$ cat config.mk
export PLATFORM = sky130hd
export DESIGN_NAME = div_seq
export DESIGN_NICKNAME = d
export VERILOG_FILES = /design/src/rtl/div_pkg.sv /design/src/rtl/div_step.sv /design/src/rtl/div_seq.sv
export SDC_FILE = /design/constraint.sdc
export NUM_CORES = 1
export LEC_CHECK = 0
export ABC_AREA = 1
export CAP_MARGIN = 20
export CORE_MARGIN = 5
export CORE_UTILIZATION = 53
export CTS_CLUSTER_DIAMETER = 120
export DETAILED_ROUTE_END_ITERATION = 8
export PLACE_DENSITY = 0.78
export SLEW_MARGIN = 10
export SYNTH_ARGS = -nofsm -noshare
export SYNTH_HDL_FRONTEND = slang
export SYNTH_HIERARCHICAL = 1
export SYNTH_SLANG_ARGS = --single-unit
$ cat constraint.sdc
create_clock -name clk -period 2.1 [get_ports clk]
set_input_delay 0.315 -clock clk [delete_from_list [all_inputs] [get_ports clk]]
set_output_delay 0.315 -clock clk [all_outputs]
set_load 0.01 [all_outputs]
$ cat src/rtl/div_pkg.sv
// Shared constants for the sequential divider: default operand width and FSM state encodings.
package div_pkg;
  localparam int DIV_WIDTH = 32;

  localparam logic [1:0] IDLE = 2'd0;
  localparam logic [1:0] CALC = 2'd1;
  localparam logic [1:0] SIGN = 2'd2;
  localparam logic [1:0] DONE = 2'd3;
endpackage

$ cat src/rtl/div_step.sv
// One restoring radix-2 division step, purely combinational.
// Shift in the next dividend bit, subtract the divisor if it fits, report the quotient bit.
import div_pkg::*;

module div_step #(
  parameter int WIDTH = DIV_WIDTH
) (
  input  logic [WIDTH-1:0] rem_in,
  input  logic             next_bit,
  input  logic [WIDTH-1:0] divisor,
  output logic [WIDTH-1:0] rem_out,
  output logic             q_bit
);
  logic [WIDTH:0] shifted;
  logic [WIDTH:0] diff;

  assign shifted = {rem_in, next_bit};
  assign diff    = shifted - {1'b0, divisor};
  // rem_in < divisor keeps shifted < 2*divisor, so diff's top bit is exactly the borrow.
  assign q_bit   = ~diff[WIDTH];
  assign rem_out = q_bit ? diff[WIDTH-1:0] : shifted[WIDTH-1:0];
endmodule

$ cat src/rtl/div_seq.sv
// Sequential signed/unsigned divider: start -> done after WIDTH+2 cycles (next cycle for b=0).
// Start is ignored while busy; results hold until the next completed division.
import div_pkg::*;

module div_seq #(
  parameter int WIDTH = DIV_WIDTH
) (
  input  logic             clk,
  input  logic             rst,
  input  logic             start,
  input  logic             signed_mode,
  input  logic [WIDTH-1:0] a,
  input  logic [WIDTH-1:0] b,
  output logic             busy,
  output logic             done,
  output logic [WIDTH-1:0] quotient,
  output logic [WIDTH-1:0] remainder,
  output logic             div_by_zero
);
  localparam int CW = $clog2(WIDTH + 1);
  localparam logic [CW-1:0] LAST = CW'(WIDTH - 1);

  logic [1:0]       state;
  logic [CW-1:0]    cnt;
  logic [WIDTH-1:0] acc;
  logic [WIDTH-1:0] rem;
  logic [WIDTH-1:0] dvs;
  logic             q_neg;
  logic             r_neg;

  logic             a_neg;
  logic             b_neg;
  logic [WIDTH-1:0] a_mag;
  logic [WIDTH-1:0] b_mag;
  logic [WIDTH-1:0] rem_nxt;
  logic             q_bit;

  assign a_neg = signed_mode & a[WIDTH-1];
  assign b_neg = signed_mode & b[WIDTH-1];
  // Magnitude of the most-negative value wraps to itself, which is correct as unsigned.
  assign a_mag = a_neg ? -a : a;
  assign b_mag = b_neg ? -b : b;

  // The dividend register doubles as the quotient: bits leave at the top, quotient bits enter at the bottom.
  div_step #(.WIDTH(WIDTH)) u_step (
    .rem_in   (rem),
    .next_bit (acc[WIDTH-1]),
    .divisor  (dvs),
    .rem_out  (rem_nxt),
    .q_bit    (q_bit)
  );

  assign busy = (state == CALC) || (state == SIGN);
  assign done = (state == DONE);

  always_ff @(posedge clk) begin
    if (rst) begin
      state       <= IDLE;
      cnt         <= '0;
      acc         <= '0;
      rem         <= '0;
      dvs         <= '0;
      q_neg       <= 1'b0;
      r_neg       <= 1'b0;
      quotient    <= '0;
      remainder   <= '0;
      div_by_zero <= 1'b0;
    end else begin
      case (state)
        IDLE, DONE: begin
          if (start) begin
            q_neg <= a_neg ^ b_neg;
            r_neg <= a_neg;
            if (b == '0) begin
              quotient    <= '1;
              remainder   <= a;
              div_by_zero <= 1'b1;
              state       <= DONE;
            end else begin
              acc   <= a_mag;
              dvs   <= b_mag;
              rem   <= '0;
              cnt   <= '0;
              state <= CALC;
            end
          end else begin
            state <= IDLE;
          end
        end
        CALC: begin
          acc <= {acc[WIDTH-2:0], q_bit};
          rem <= rem_nxt;
          cnt <= cnt + 1'b1;
          if (cnt == LAST) state <= SIGN;
        end
        SIGN: begin
          quotient    <= q_neg ? -acc : acc;
          remainder   <= r_neg ? -rem : rem;
          div_by_zero <= 1'b0;
          state       <= DONE;
        end
        default: state <= IDLE;
      endcase
    end
  end
endmodule

* Word level (Yosys, flattened, before mapping)
Cells that the tools add are included.
W data, S select, Z words.
** Operators by class
- Add/sub/neg operators :: 6
- Eq/ne operators :: 8
- Multiplexer cells :: 27
- Bitwise logic cells :: 5
- Reduce and logical (&&, ||, !) cells :: 10
** Operator list (number)
- $mux W32 :: 13
- $pmux W32 S2 :: 4
- $neg A32 Y32 :: 4
- $sub A33 B32 Y33 :: 1
- $logic_not A32 Y1 :: 1
- $mux W6 :: 2
- $pmux W6 S2 :: 1
- $reduce_and A3 Y1 :: 3
- $add A6 B1 Y6 const B :: 1
- $eq A6 B5 Y1 const B :: 1
- $mux W2 :: 3
- $ne A2 B2 Y1 const B :: 3
- $pmux W2 S3 :: 1
- $eq A2 B2 Y1 const B :: 2
- $reduce_bool A2 Y1 :: 2
- $and A1 B1 Y1 :: 2
- $eq A2 B1 Y1 const B :: 1
- $logic_not A2 Y1 :: 1
- $mux W1 :: 2
- $ne A2 B1 Y1 const B :: 1
- $not A1 Y1 :: 2
- $pmux W1 S2 :: 1
- $reduce_and A2 Y1 :: 1
- $reduce_or A2 Y1 :: 1
- other kinds (2) :: 2
** Word-level totals
- Flip-flop bits (word level) :: 171
- Input bits :: 68
- Output and inout bits :: 67
- Word-level logic and storage cells :: 66

* Logic depth before layout (Yosys ltp)
- Depth after elaboration :: 5
- Gate-level depth with buffers :: 19
- Mapped depth without buffers :: 18

* By module
The synthesis kept the hierarchy.
** Modules (own cells, without submodules)
- div_seq :: instances 1, cells each 1750, area an instance 10536.4 µm², seq. area each 3423.3 µm²
- div_step :: instances 1, cells each 680, area an instance 3150.5 µm², seq. area each 0.0 µm²

* Worst setup path before layout
OpenSTA, ideal clock, no wires.
- Path type :: flip-flop to flip-flop
- From :: register acc[31]
- To :: register acc[0]
- Library setup time :: 0.129 ns
- Arrival time :: 2.194 ns
- Data required time :: 1.971 ns
- Path slack :: -0.223 ns
- Stages on the path, launching flop included :: 19
- Buffers on the path :: 1
- Period minus slack after synthesis :: 2.323 ns
- Cells stage by stage :: dfxtp_1 -> inv_1 -> ha_1 -> fa_1 -> inv_1 -> nand2_1 -> nand2_1 -> nand3_1 -> nand2_2 -> nand2_1 -> nand2_2 -> nand2_2 -> nand3_1 -> nand2_4 -> buf_6 -> nand2_1 -> o21ai_0 -> o21ai_0 -> a21oi_1
** On the way
- Cells in the longest elaborated chain, start to end :: 3
** Ends and longest elaborated chain
- start: declaration :: line div_seq.sv:25 : logic [WIDTH-1:0] acc;
- start signal: assignment :: line div_seq.sv:80 : acc <= a_mag;
- start signal: assignment :: line div_seq.sv:91 : acc <= {acc[WIDTH-2:0], q_bit};
- $sub A33 B32 Y33 :: line div_step.sv:18 : assign diff = shifted - {1'b0, divisor};
- $not A1 Y1 :: line div_step.sv:20 : assign q_bit = ~diff[WIDTH];
- via q_bit :: line div_seq.sv:36 : logic q_bit;
- $pmux W32 S2 :: line div_seq.sv:69 : case (state)
The timed path passes the listed nets, and every way through them passes these cells.
A chain may end at the register's enable or synchronous reset.

* Worst setup path after layout
- From :: register acc[31]
- To :: register rem[8]
** On the way
- Cells in the longest elaborated chain, start to end :: 3
** Ends and longest elaborated chain
- $sub A33 B32 Y33 :: line div_step.sv:18
- $mux W32 :: line div_step.sv:21 : assign rem_out = q_bit ? diff[WIDTH-1:0] : shifted[WIDTH-1:0];
- via rem_nxt[8] :: line div_seq.sv:35 : logic [WIDTH-1:0] rem_nxt;
- $pmux W32 S2 :: line div_seq.sv:69
- end signal: assignment :: line div_seq.sv:92 : rem <= rem_nxt;
- end: declaration :: line div_seq.sv:26 : logic [WIDTH-1:0] rem;
The timed path passes the listed nets, and every way through them passes these cells.

==> qor.yml <==
status: "finished with violations"
violations: "setup timing"
slew_violations: 0
synth_cell_types: 42
cts_root_buffer: "clkbuf_16"
finalWorstSetupSlack_ps: -251
final_util_pct: 74.0
yosysSeqAreaShare_pct: 25.0
maxSlewHeadroom_pct: 65.4
internal_power_uw: 17500
power.switching_uw: 19000
critPathLaunchType: "flop"
grt_pass1_wl_um: 81500
ir_drop_uv: 1560
globalplace.congestion: 1.02
cts_buffer_depth: 2
dieArea_um2: 29100
power_frac_clock_pct: 8.6
drtIter0Drc: 2041
grt_max_degree: 77
yosysWarnings: 6
insertion_delay_ps: 440
antenna_cells: 0
fmax_mhz: 425
p_per_area_nw_per_um2: 1950
worst_slew_pin_slew_ps: 515
pin_count: 135
synth_top_area_cell: "dfxtp_1"
portBuffers: 134
tns_ps: -6560
vias: 17224
rsz0062_at_grt: "yes"
met2_usage_pct: 52.8
synth_edf_count: 0
finClkSkew_ps: 13.7
finalSetupViolCount: 33
asyncSetResetFlopFracSynth_pct: 0
final_cell_count_no_fill: 3141
fin_crit_ps: 2350
cts_num_sinks: 171
grt.busiest_layer: "met2"
drive_gt1_share_pct: 17.2
synthDominantCellAreaShare_pct: 25.0
nNetsFinal: 2907
switching_share_pct: 52.0
cts.reportedPaths.clkPinSlew_ps: 80
grt-ovfl-total: 0
ys.flop_type: "dfxtp_1"
synth_fp_nets: 2539
rows: 58
avgSynthCellArea_um2: 5.63
detail-route-antenna-nets: 0
first_global_vias: 15628
cp.arrival_ps: 2730
dp_cells: 3095
start_util_pct: 54.0
synth_common_cells: "nand2_1, nor2_1, inv_1"
cp-end-kind: "flop"
synth_most_common_cell: "nand2_1"
timing.final.hold_violations: 0
grt_usage_pct: 34.6
maxCapViolations: 0
globalRouteMet3Util_pct: 7.26
combPwrFrac_pct: 76.9
fin_crit_sh_pct: 112
grtUsageMet1_pct: 50.0
postCtsHoldBufs: 0
routed_wl_um: 52200
cts-htree-levels: 4
antenna_found_initial: 0
cp_data_required_time_ps: 2480
wl_per_cell_um: 16.6
synth_cells: 2430
area_delta_synth_final_pct: 37.0
seqPwrFrac_pct: 14.5
drc_errors: 0
vias_per_cell: 5.48
min_path_type: "reg -> reg"
coreArea_um2: 25300
die_w_um: 171
numCtsBuffers: 17
die_y_um: 171
tritoncts: "built"
synth_area_leaders: "dfxtp_1, nand2_1, nor2_1"
hpwl_um: 39500
path_class: "reg -> reg"
syn_area_um2: 13700
p_leak_uw: 0.00924
drt_first_pass_iters: 6
path_max_fanout: 6
synth_seq_cells: 171
[cell families after synthesis]
| kind of cell | Yosys count | share of synthesized area, % |
|---|---|---|
| fa+ha+maj | 41 | 3.80 |
| xor+xnor | 63 | 4.03 |
| buf+inv | 388 | 11.4 |
| flops | 171 | 25.0 |
| compound gates | 399 | 15.2 |
| simple gates | 1368 | 40.6 |
[registers in the layout (all words and copies together), names as in the netlist]
signal       flops
acc             32
dvs             32
quotient        32
rem             32
remainder       32
cnt              6
state            2
div_by_zero      1
q_neg            1
r_neg            1
[what timing repair did]
action / in CTS / in global routing
hold endpoints to repair: 0 / 0
cloned: 1 / 4
setup buffers: 9 / 2
pin swaps: 21 / 30
setup endpoints to repair: 34 / 45
gates resized for setup: 85 / 54
[final cells by class]
class / instances / area (um2)
clock buffer: 18 / 429
multi-input combinational: 1871 / 9290
fill: 2220 / 6580
tap: 330 / 413
sequential: 171 / 3430
inverter: 302 / 1130
timing repair buffer: 435 / 3920
clock inverter: 14 / 133
[placed cells by master (no fill, tap or decap), types with 24 or more instances in the layout]
cell	n
nand3_1	137
clkdlybuf4s50_1	133
buf_4	272
nand2_2	47
nor3_1	24
dfxtp_1	164
inv_1	289
nand2_1	698
o21ai_0	168
nor2_1	372
xor2_1	58
nand4_1	28
a21oi_1	170
[critical path: stages (launching register included)]
cell       delay (ps)
dfxtp_2           330
inv_2              40
ha_4              150
fa_2              390
inv_2              80
nand2_2            50
nand2_2            80
nand3_2            60
nand2_2            90
nand2_2            70
nand2_4            90
nand2_4            80
nand2_4            90
nand2_4            70
nand2_8           130
clkbuf_16         170
nand2_1            50
nand2_1            70
a21oi_1            80
nor2_1            100
[final timing paths]
check              startpoint          end  slack (ps)  depth (start not counted)
hold reg to reg   quotient[5]  quotient[5]         480                          2
hold / removal    quotient[5]  quotient[5]         480                          2
setup reg to reg      acc[31]       rem[8]        -250                         19
setup / recovery      acc[31]       rem[8]        -250                         19
[metrics by stage]
stage	setup slack (ps)	hold slack [ps]	cell area (um2)	total power [uW]
CTS	-128	477	18500	33900
finish	-251	477	18700	36500
detailed placement	-282	463	17400	28800
global route	-364	490	18700	39200
global placement	-209	453	17400	28400
floorplan	-72.4	384	13700	19600
[routing by layer]
metal | up-vias | wire (um)
met5 | - | 0
met2 | 921 | 22400
li1 | 8426 | -
met4 | 0 | 1420
met1 | 7747 | 22600
met3 | 130 | 5790
[power groups by stage]
stage | registers (uW) | logic [uW] | clock network [uW]
after floorplan | 5210 | 14400 | 0
after global placement | 5210 | 23200 | 0
after detailed placement | 5240 | 23600 | 0
after CTS | 5270 | 25400 | 3140
after global routing | 5410 | 30500 | 3290
final | 5300 | 28100 | 3120
(Power assumes the default switching activity.)
